[src/rtl/vga_pkg.sv]
// vga_pkg: 640x480@60 timing constants, RGB444 width and test-bar colours
package vga_pkg;
  localparam int VGA_H_ACTIVE = 640;
  localparam int VGA_H_FP = 16;
  localparam int VGA_H_SYNC = 96;
  localparam int VGA_H_BP = 48;
  localparam int VGA_V_ACTIVE = 480;
  localparam int VGA_V_FP = 10;
  localparam int VGA_V_SYNC = 2;
  localparam int VGA_V_BP = 33;
  localparam int H_TOTAL = VGA_H_ACTIVE + VGA_H_FP + VGA_H_SYNC + VGA_H_BP;
  localparam int V_TOTAL = VGA_V_ACTIVE + VGA_V_FP + VGA_V_SYNC + VGA_V_BP;
  localparam int RGB_W = 12;
  localparam logic [8*RGB_W-1:0] BAR_COLORS = {
    12'h000, 12'h00F, 12'hF00, 12'hF0F, 12'h0F0, 12'h0FF, 12'hFF0, 12'hFFF
  };
  function automatic logic [RGB_W-1:0] bar_color(input logic [2:0] idx);
    return BAR_COLORS[idx*RGB_W +: RGB_W];
  endfunction
endpackage

[src/rtl/vga_scanout_delay_line.sv]
// delay_line: DEPTH-stage register pipe with synchronous clear
module delay_line #(
  parameter int WIDTH = 1,
  parameter int DEPTH = 1
) (
  input  logic             clk,
  input  logic             rst,
  input  logic [WIDTH-1:0] d,
  output logic [WIDTH-1:0] q
);
  logic [DEPTH-1:0][WIDTH-1:0] pipe_q, pipe_d;
  // Shift every clock, newest sample enters stage 0
  always_comb begin
    pipe_d[0] = d;
    for (int i = 1; i < DEPTH; i++) pipe_d[i] = pipe_q[i-1];
  end
  // Pipe registers
  always_ff @(posedge clk) begin
    if (rst) pipe_q <= '0;
    else pipe_q <= pipe_d;
  end
  assign q = pipe_q[DEPTH-1];
endmodule

[src/rtl/vga_scanout.sv]
// vga_scanout: VGA timing generator and pixel sink; define VGA_TEST_PATTERN_EN to replace pixel with colour bars
module vga_scanout
  import vga_pkg::*;
#(
  parameter int   CLK_DIV  = 4,
  parameter int   MEM_LAT  = 2,
  parameter int   H_ACTIVE = VGA_H_ACTIVE,
  parameter int   H_FP     = VGA_H_FP,
  parameter int   H_SYNC   = VGA_H_SYNC,
  parameter int   H_BP     = VGA_H_BP,
  parameter int   V_ACTIVE = VGA_V_ACTIVE,
  parameter int   V_FP     = VGA_V_FP,
  parameter int   V_SYNC   = VGA_V_SYNC,
  parameter int   V_BP     = VGA_V_BP,
  parameter logic SYNC_POL = 1'b0
) (
  input  logic             clk,
  input  logic             rst,
  output logic [9:0]       pixel_x,
  output logic [9:0]       pixel_y,
  input  logic [RGB_W-1:0] pixel,
  output logic [3:0]       vga_r,
  output logic [3:0]       vga_g,
  output logic [3:0]       vga_b,
  output logic             vga_hsync,
  output logic             vga_vsync,
  output logic             vblank
);
  localparam int HT = H_ACTIVE + H_FP + H_SYNC + H_BP;
  localparam int VT = V_ACTIVE + V_FP + V_SYNC + V_BP;
  localparam int HS0 = H_ACTIVE + H_FP;
  localparam int VS0 = V_ACTIVE + V_FP;
  localparam int DW = $clog2(CLK_DIV);
  logic [DW-1:0] div_q, div_d;
  logic [9:0] h_q, h_d, v_q, v_d;
  logic tick, h_last, active, hs, vs, vb;
  logic [3:0] flags_a;
  logic active_a, hs_a, vs_a, vb_a;
  logic [RGB_W-1:0] src, rgb_q, rgb_d;
  logic hsync_q, hsync_d, vsync_q, vsync_d, vblank_q, vblank_d;
  // Pixel-enable divider and scan counters advancing on tick
  always_comb begin
    tick = div_q == DW'(CLK_DIV - 1);
    h_last = h_q == 10'(HT - 1);
    div_d = tick ? '0 : div_q + 1'b1;
    h_d = tick ? (h_last ? '0 : h_q + 10'd1) : h_q;
    v_d = (tick && h_last) ? (v_q == 10'(VT - 1) ? '0 : v_q + 10'd1) : v_q;
  end
  // Raw timing decode straight from the counters
  always_comb begin
    active = h_q < 10'(H_ACTIVE) && v_q < 10'(V_ACTIVE);
    hs = h_q >= 10'(HS0) && h_q < 10'(HS0 + H_SYNC);
    vs = v_q >= 10'(VS0) && v_q < 10'(VS0 + V_SYNC);
    vb = v_q >= 10'(V_ACTIVE);
  end
  delay_line #(.WIDTH(4), .DEPTH(MEM_LAT)) u_align (
    .clk(clk), .rst(rst), .d({active, hs, vs, vb}), .q(flags_a)
  );
  assign {active_a, hs_a, vs_a, vb_a} = flags_a;
`ifdef VGA_TEST_PATTERN_EN
  logic [2:0] bar_a;
  delay_line #(.WIDTH(3), .DEPTH(MEM_LAT)) u_bar (
    .clk(clk), .rst(rst), .d(h_q[9:7]), .q(bar_a)
  );
  assign src = bar_color(bar_a);
`else
  assign src = pixel;
`endif
  // Output stage: blank colour outside the visible area, apply sync polarity
  always_comb begin
    rgb_d = active_a ? src : '0;
    hsync_d = hs_a ^ ~SYNC_POL;
    vsync_d = vs_a ^ ~SYNC_POL;
    vblank_d = vb_a;
  end
  // State registers
  always_ff @(posedge clk) begin
    if (rst) begin
      div_q <= '0;
      h_q <= '0;
      v_q <= '0;
      rgb_q <= '0;
      hsync_q <= ~SYNC_POL;
      vsync_q <= ~SYNC_POL;
      vblank_q <= 1'b0;
    end else begin
      div_q <= div_d;
      h_q <= h_d;
      v_q <= v_d;
      rgb_q <= rgb_d;
      hsync_q <= hsync_d;
      vsync_q <= vsync_d;
      vblank_q <= vblank_d;
    end
  end
  assign pixel_x = h_q;
  assign pixel_y = v_q;
  assign {vga_r, vga_g, vga_b} = rgb_q;
  assign vga_hsync = hsync_q;
  assign vga_vsync = vsync_q;
  assign vblank = vblank_q;
endmodule

[config.mk]
export PLATFORM = sky130hd
export DESIGN_NAME = vga_scanout
export DESIGN_NICKNAME = d
export VERILOG_FILES = /design/src/rtl/vga_pkg.sv /design/src/rtl/vga_scanout_delay_line.sv /design/src/rtl/vga_scanout.sv
export SDC_FILE = /design/constraint.sdc
export NUM_CORES = 1
export LEC_CHECK = 0
export ABC_AREA = 0
export CORE_ASPECT_RATIO = 0.75
export CORE_UTILIZATION = 25
export DETAILED_ROUTE_END_ITERATION = 16
export PLACE_DENSITY = 0.49
export SYNTH_ARGS = -nofsm -noshare
export SYNTH_HDL_FRONTEND = slang
export SYNTH_SLANG_ARGS = --single-unit
[constraint.sdc]
create_clock -name clk -period 4.3 [get_ports clk]
set_clock_uncertainty 0.2 [all_clocks]
set_input_delay 0.43 -clock clk [delete_from_list [all_inputs] [get_ports clk]]
set_output_delay 0.43 -clock clk [all_outputs]
set_load 0.005 [all_outputs]
==> impl_results.md, run 1 <==
* Worst slew pin tran at 811 ps
* Number of synthesized flops with an enable pin at 0
* RSZ-0062 raised after global routing: false
* Final hold viol count at 0
* Register area share after synthesis at 50.3%
* Placed cell count at 325
* Initial Utilization at 26.1%
* Cells after Synth at 185
* DRC viols at 0
* Post-DRT Antenna Nets at 0
* Ys flop type: dfxtp_1
* Hold Crit Depth at 1
* Data required, critical path at 4320 ps
* Max_cap viols at 0
* Crit path max fanout at 10
* Worst setup path start: div_q[0]$_SDFF_PP0_
* Core footprint at 6860 µm²
* CP Class: flop to flop
* Fmax at 386 MHz
* CTS-repair resized insts at 0
* Largest net degree at the start of global routing at 23
* Hold-fix buffers, CTS at 0
* Register bit count reported by yosys at 45
* Drt via density at 4.28
* Multi-input gate area at 803 µm²
* Max-slew violations at 0
* Endpoint type of the worst setup path: flop
* Final global-route overflow total at 0
* Total Power at 806 µW
* Die Span X at 99.8 µm
* Placement row count at 26
* DIE HEIGHT at 75.3 µm
* Number of global-route vias before repair at 1261
* First-pass GRT wire length at 6.38 mm
* DRT iter0 DRCs at 89
* Reg2reg path depth at 5
* Post CTS Setup Buffer Count at 0
* Net Count, Synth at 205
* Final std cells w/o fill at 333
* CTS Buf Count at 5
* Clock Pin Slew Worst Setup and Hold Paths at 90 ps
* Total Neg Setup Slack at 0 ps
* Clock tree from TritonCTS: yes
* Post-synthesis cell type count at 38
* Port Buffers at 48
* GRT Resource Usage Total at 11.3%
* Synthesized area per cell at 9.68 µm²
* Hold Crit Start: u_align.q[1]$_SDFF_PP0_
* Placer Congestion at 0.776
* Ys async rst share at 0%
* P per Cell Area at 327 nW/µm²
* Vias at 1426
* Clock latency at the later pin of the worst-skew pair at 310 ps
* Layout cells sized above 1 at 5.53%
* Final setup vio count at 0
* Top Ports at 49
* Sequential Area at 901 µm²
* Hold/Removal Path Class: flop to flop
* Reg2Reg Setup Slack at 1710 ps
* DP Wirelength at 2.89 mm
* Worst EP arrival at 2610 ps
* Antenna violations before repair at 0
* Syn. warnings at 0
* Diodes inserted at 0
* DIE AREA at 7510 µm²
* CTS Buffer Depth at 2
* Final Net Count at 254
* Max-slew headroom at 45.4%
* Post-layout min period at 2590 ps
* CP Launch Type: flop
* Clk sink count at 45
* Reg2Reg Launch Point: div_q[0]$_SDFF_PP0_
* Root Buffer Master: clkbuf_8
* Post-Syn Area at 1790 µm²
* Fill cells at 710
* Pre-antenna DRT Iters at 4
* Wirelength, routed at 4.04 mm
* Final period utilization at 60.2%
* Run status: completed
* Leakage at 0.827 nW
* Htree depth at 2
* WL/cell at 12.1 µm
* Worst VDD drop at 0.125 mV
* Layout area overhead at 37.6%
## worst paths after layout
check	end
worst max-delay path	pixel_y[7]$_SDFFE_PP0P_
worst min-delay path	vga_vsync$_SDFF_PP1_
worst max register to register	pixel_y[7]$_SDFFE_PP0P_
worst min register to register	vga_vsync$_SDFF_PP1_
## cells in the final DEF (no fill, tap or decap), types with 2 or more instances in the layout
| cell | synthesis | final |
|---|---|---|
| clkdlybuf4s50_1 | 0 | 48 |
| dfxtp_1 | 45 | 45 |
| nor2_1 | 15 | 15 |
| and2_1 | 13 | 13 |
| inv_1 | 10 | 10 |
| nand2_1 | 10 | 10 |
| o21ai_0 | 10 | 10 |
| nor2b_1 | 8 | 8 |
| nand3_1 | 7 | 7 |
| nor3_1 | 7 | 7 |
| ha_1 | 6 | 6 |
| clkbuf_8 | 0 | 6 |
| a21oi_1 | 5 | 5 |
| xnor2_1 | 5 | 5 |
| or4_1 | 5 | 5 |
| nor4_1 | 4 | 4 |
| nand4_1 | 4 | 4 |
| xor2_1 | 3 | 3 |
| o31ai_1 | 3 | 3 |
| o211ai_1 | 2 | 2 |
| nand2b_1 | 2 | 2 |
## worst max-delay path: stages (launching register included)
cell and delay (ps):
dfxtp_1 350, ha_1 320, nand2_1 250, or4_1 700
or4_1 550, a21oi_1 140
## cell usage after synthesis (2+ instances only)
master,number,area (µm²)
o21ai_0,10,50.1
nor2b_1,8,50.1
inv_1,10,37.5
nand2b_1,2,12.5
xor2_1,3,26.3
a21oi_1,5,25.0
or4_1,5,37.5
and2_1,13,81.3
buf_6,3,33.8
nor3_1,7,35.0
xnor2_1,5,43.8
dfxtp_1,45,901
nand4_1,4,25.0
nand2_1,10,37.5
o211ai_1,2,15.0
ha_1,6,75.1
nor2_1,15,56.3
nand3_1,7,35.0
o31ai_1,3,22.5
nor4_1,4,25.0
## through the flow
step | cell area (µm²) | utilization (%) | setup slack [ps] | hold slack [ps]
final | 2460 | 35.9 | 1710 | 197
after global routing | 2460 | 35.9 | 1510 | 204
after CTS | 2460 | 35.9 | 1700 | 195
after detailed placement | 2340 | 34.2 | 1620 | 189
after global placement | 2340 | 34.2 | 1660 | 187
after floorplan | 1790 | - | 2040 | 151
## state kept, by name (all words and copies together) (netlist names)
signal / flops
u_align.pipe_d: 4
pixel_x: 10
div_q: 2
rgb_q: 12
u_align.q: 4
pixel_y: 10
vblank: 1
vga_hsync: 1
vga_vsync: 1
## metal layers
layer  routed length, µm  global-route usage [%]
met5                   0                       0
met4                  53                    4.41
met3                 279                    3.30
met2                1620                    15.8
met1                2090                    16.2
## cell type report
| type | instances | area share (%) |
|---|---|---|
| Inverter | 10 | 1.52 |
| Clock buffer | 6 | 3.35 |
| Clock inverter | 2 | 1.52 |
| Tap cell | 98 | 4.97 |
| Sequential cell | 45 | 36.5 |
| Multi-Input combinational cell | 124 | 32.6 |
| Timing Repair Buffer | 48 | 19.5 |
## cell families (layout without fill, tap and decap cells)
group / count (synthesis) / in the layout / synth area share [%]
xor gates and xnor gates: 8 / 8 / 3.91
muxes: 1 / 1 / 0.628
adders and majority gates: 6 / 6 / 4.19
AOI/OAI and AO/OA: 26 / 26 / 9.64
buffers and inverters: 16 / 66 / 4.89
and+or+nand+nor: 83 / 83 / 26.5
DFF: 45 / 45 / 50.3
## report_power, final
part           internal (mW)  leakage [nW]  switching, mW
Sequential             0.424         0.365        0.00276
Clock                  0.189        0.0574          0.152
Combinational         0.0236         0.405         0.0146
Total                  0.636         0.827          0.170
No activity file was read; power rests on OpenSTA's default activity.
==> inputs of run 2 (changes only) <==
==> constraint.sdc (replaced) <==
create_clock -name clk -period 2.7 [get_ports clk]
set_clock_uncertainty 0.2 [all_clocks]
set_input_delay 0.27 -clock clk [delete_from_list [all_inputs] [get_ports clk]]
set_output_delay 0.27 -clock clk [all_outputs]
set_load 0.005 [all_outputs]
==> impl_results.md, run 2 (synthesis results as in run 1) <==
* Final global-route overflow total at 0 (unchanged)
* Placement row count at 26 (unchanged)
* Htree depth at 2 (unchanged)
* End of the worst register-to-register path: pixel_y[7]$_SDFFE_PP0P_
* Crit path max fanout at 10 (unchanged)
* Placer Congestion at 0.762 (-1.9%)
* Layout cells sized above 1 at 7.50% (+2.0 points)
* Final period utilization at 87.7% (+27 points)
* Data required, critical path at 2740 ps (-1580 ps)
* Endpoint type of the worst setup path: flop
* Hold Path Sink: vga_hsync$_SDFF_PP1_
* Drt via density at 4.20 (-1.8%)
* Max-slew violations at 0 (unchanged)
* Antenna violations before repair at 0 (unchanged)
* CP Launch Type: flop
* P per Cell Area at 538 nW/µm² (+65%)
* Worst VDD drop at 0.185 mV (+48%)
* First-pass GRT wire length at 6.58 mm (+3.1%)
* Final hold viol count at 0 (unchanged)
* DRC viols at 0 (unchanged)
* Largest net degree at the start of global routing at 16 (-30%)
* Run status: completed
* Diodes inserted at 0 (unchanged)
* DIE AREA at 7510 µm² (unchanged)
* Pre-antenna DRT Iters at 4 (unchanged)
* Clock tree from TritonCTS: yes
* Reg2Reg Launch Point: div_q[0]$_SDFF_PP0_
* Die Span X at 99.8 µm (unchanged)
* Met2 Usage GRT at 15.5% (-0.31 points)
* Final setup vio count at 0 (unchanged)
* Busiest grt layer: met1
* Initial Utilization at 26.1% (unchanged)
* Post-layout min period at 2370 ps (-221 ps)
* Clock Pin Slew Worst Setup and Hold Paths at 90 ps (about the same)
* WL/cell at 11.6 µm (-4.0%)
* Commonest non-fill, non-tap cells in the layout: clkdlybuf4s50_1 (48), dfxtp_1 (45), nor2_1 (15)
* Fmax at 422 MHz (+9.4%)
* Total Neg Setup Slack at 0 ps (unchanged)
* Met3 Usage GRT at 3.58% (+0.28 points)
* DP Wirelength at 2.90 mm (+0.43%)
* Top Ports at 49 (unchanged)
* Worst slew pin tran at 582 ps (-229 ps)
* Reg2reg path depth at 5 (unchanged)
* Clock latency at the later pin of the worst-skew pair at 300 ps (about the same)
* RSZ-0062 raised after global routing: false
* DIE HEIGHT at 75.3 µm (unchanged)
* DP Area at 2380 µm² (+1.6%)
* Layout area overhead at 40.6%
* Hold/Removal Path Class: flop to flop
* Post-route cell area at 2520 µm² (+2.2%)
* Final Net Count at 259 (+2.0%)
* Max reg flops at 12 (unchanged)
* CTS Buffer Depth at 2 (unchanged)
* Largest Register: rgb_q
* Most common cell after layout, fill and taps aside: clkdlybuf4s50_1
* Post-DRT Antenna Nets at 0 (unchanged)
* Max_cap viols at 0 (unchanged)
* Clk sink count at 45 (unchanged)
* Routing usage on met1 at 17.0% (+0.75 points)
* CP Class: flop to flop
* CTS-repair resized insts at 0 (unchanged)
* Number of global-route vias before repair at 1295 (+2.7%)
* Vias at 1421 (-0.35%)
* Wirelength, routed at 3.94 mm (-2.6%)
* Port Buffers at 48 (unchanged)
* Hold Crit Start: u_align.q[2]$_SDFF_PP0_
* Max-slew headroom at 61.1% (+16 points)
* Hold-fix buffers, CTS at 0 (unchanged)
* GRT Resource Usage Total at 11.6% (+0.32 points)
* CTS Buf Count at 5 (unchanged)
* DRT iter0 DRCs at 121 (+36%)
* Core footprint at 6860 µm² (unchanged)
* Root Buffer Master: clkbuf_8
* Worst EP arrival at 2400 ps (-210 ps)
* Post CTS Setup Buffer Count at 0 (unchanged)
* Hold Crit Depth at 1 (unchanged)
* Reg2Reg Setup Slack at 330 ps (-1380 ps)
* Leakage at 0.863 nW (+4.3%)
-- run 2: cell types whose count changed in the layout (fill, tap and decap cells not counted), sizes merged --
cell	delta
clkbuf	-1
inv	+1
buf	+5
bufinv	+1
clkinvlp	-1
-- run 2: how the worst max path moves through the flow --
| stage | to | startpoint | slack, ps |
|---|---|---|---|
| after floorplan | pixel_y[7]$_SDFFE_PP0P_ | pixel_x[0]$_SDFFE_PP0P_ | 440 |
| after global placement | pixel_y[7]$_SDFFE_PP0P_ | div_q[0]$_SDFF_PP0_ | 380 |
| after detailed placement | pixel_y[7]$_SDFFE_PP0P_ | div_q[0]$_SDFF_PP0_ | 340 |
| after CTS | pixel_y[7]$_SDFFE_PP0P_ | div_q[0]$_SDFF_PP0_ | 310 |
| after global routing | pixel_y[8]$_SDFFE_PP0P_ | div_q[0]$_SDFF_PP0_ | 190 |
| final | pixel_y[7]$_SDFFE_PP0P_ | div_q[0]$_SDFF_PP0_ | 330 |
-- run 2: report_power, final --
part | switching, mW | leakage, nW | total [mW] | internal (mW)
combinational | 0.0248 | 0.429 | 0.0652 | 0.0404
sequential | 0.00457 | 0.365 | 0.679 | 0.675
clock | 0.240 | 0.0687 | 0.613 | 0.373
total | 0.269 | 0.863 | 1.36 | 1.09
-- run 2: cell type report --
cell class | instances | area, µm²
sequential | 45 | 901
timing repair buffer | 53 | 518
fill | 709 | 4340
multi-input combinational | 124 | 803
tap | 98 | 123
inverter | 10 | 37.5
clock buffer | 5 | 68.8
clock inverter | 3 | 68.8
-- run 2: through the flow --
stage	total power [mW]	setup slack, ps	util (%)	cells	hold WS [ps]
final	1.36	332	36.7	338	174
after floorplan	0.724	445	-	185	151
after CTS	1.38	311	36.7	338	176
after global placement	0.761	375	34.7	330	167
after detailed placement	0.761	337	34.7	330	155
after global routing	1.43	190	36.7	338	189
-- run 2: worst max-delay path: stages (launching register included) --
cell and delay, ps:
dfxtp_1 340, ha_1 310, nand2_1 110, or4_1 650, or4_1 550, a21oi_1 140
-- run 2: routing by layer --
layer	wire [µm]	vias to the layer above
li1	-	746
met1	2100	641
met2	1600	29
met3	187	5
met4	48	0
met5	0	-
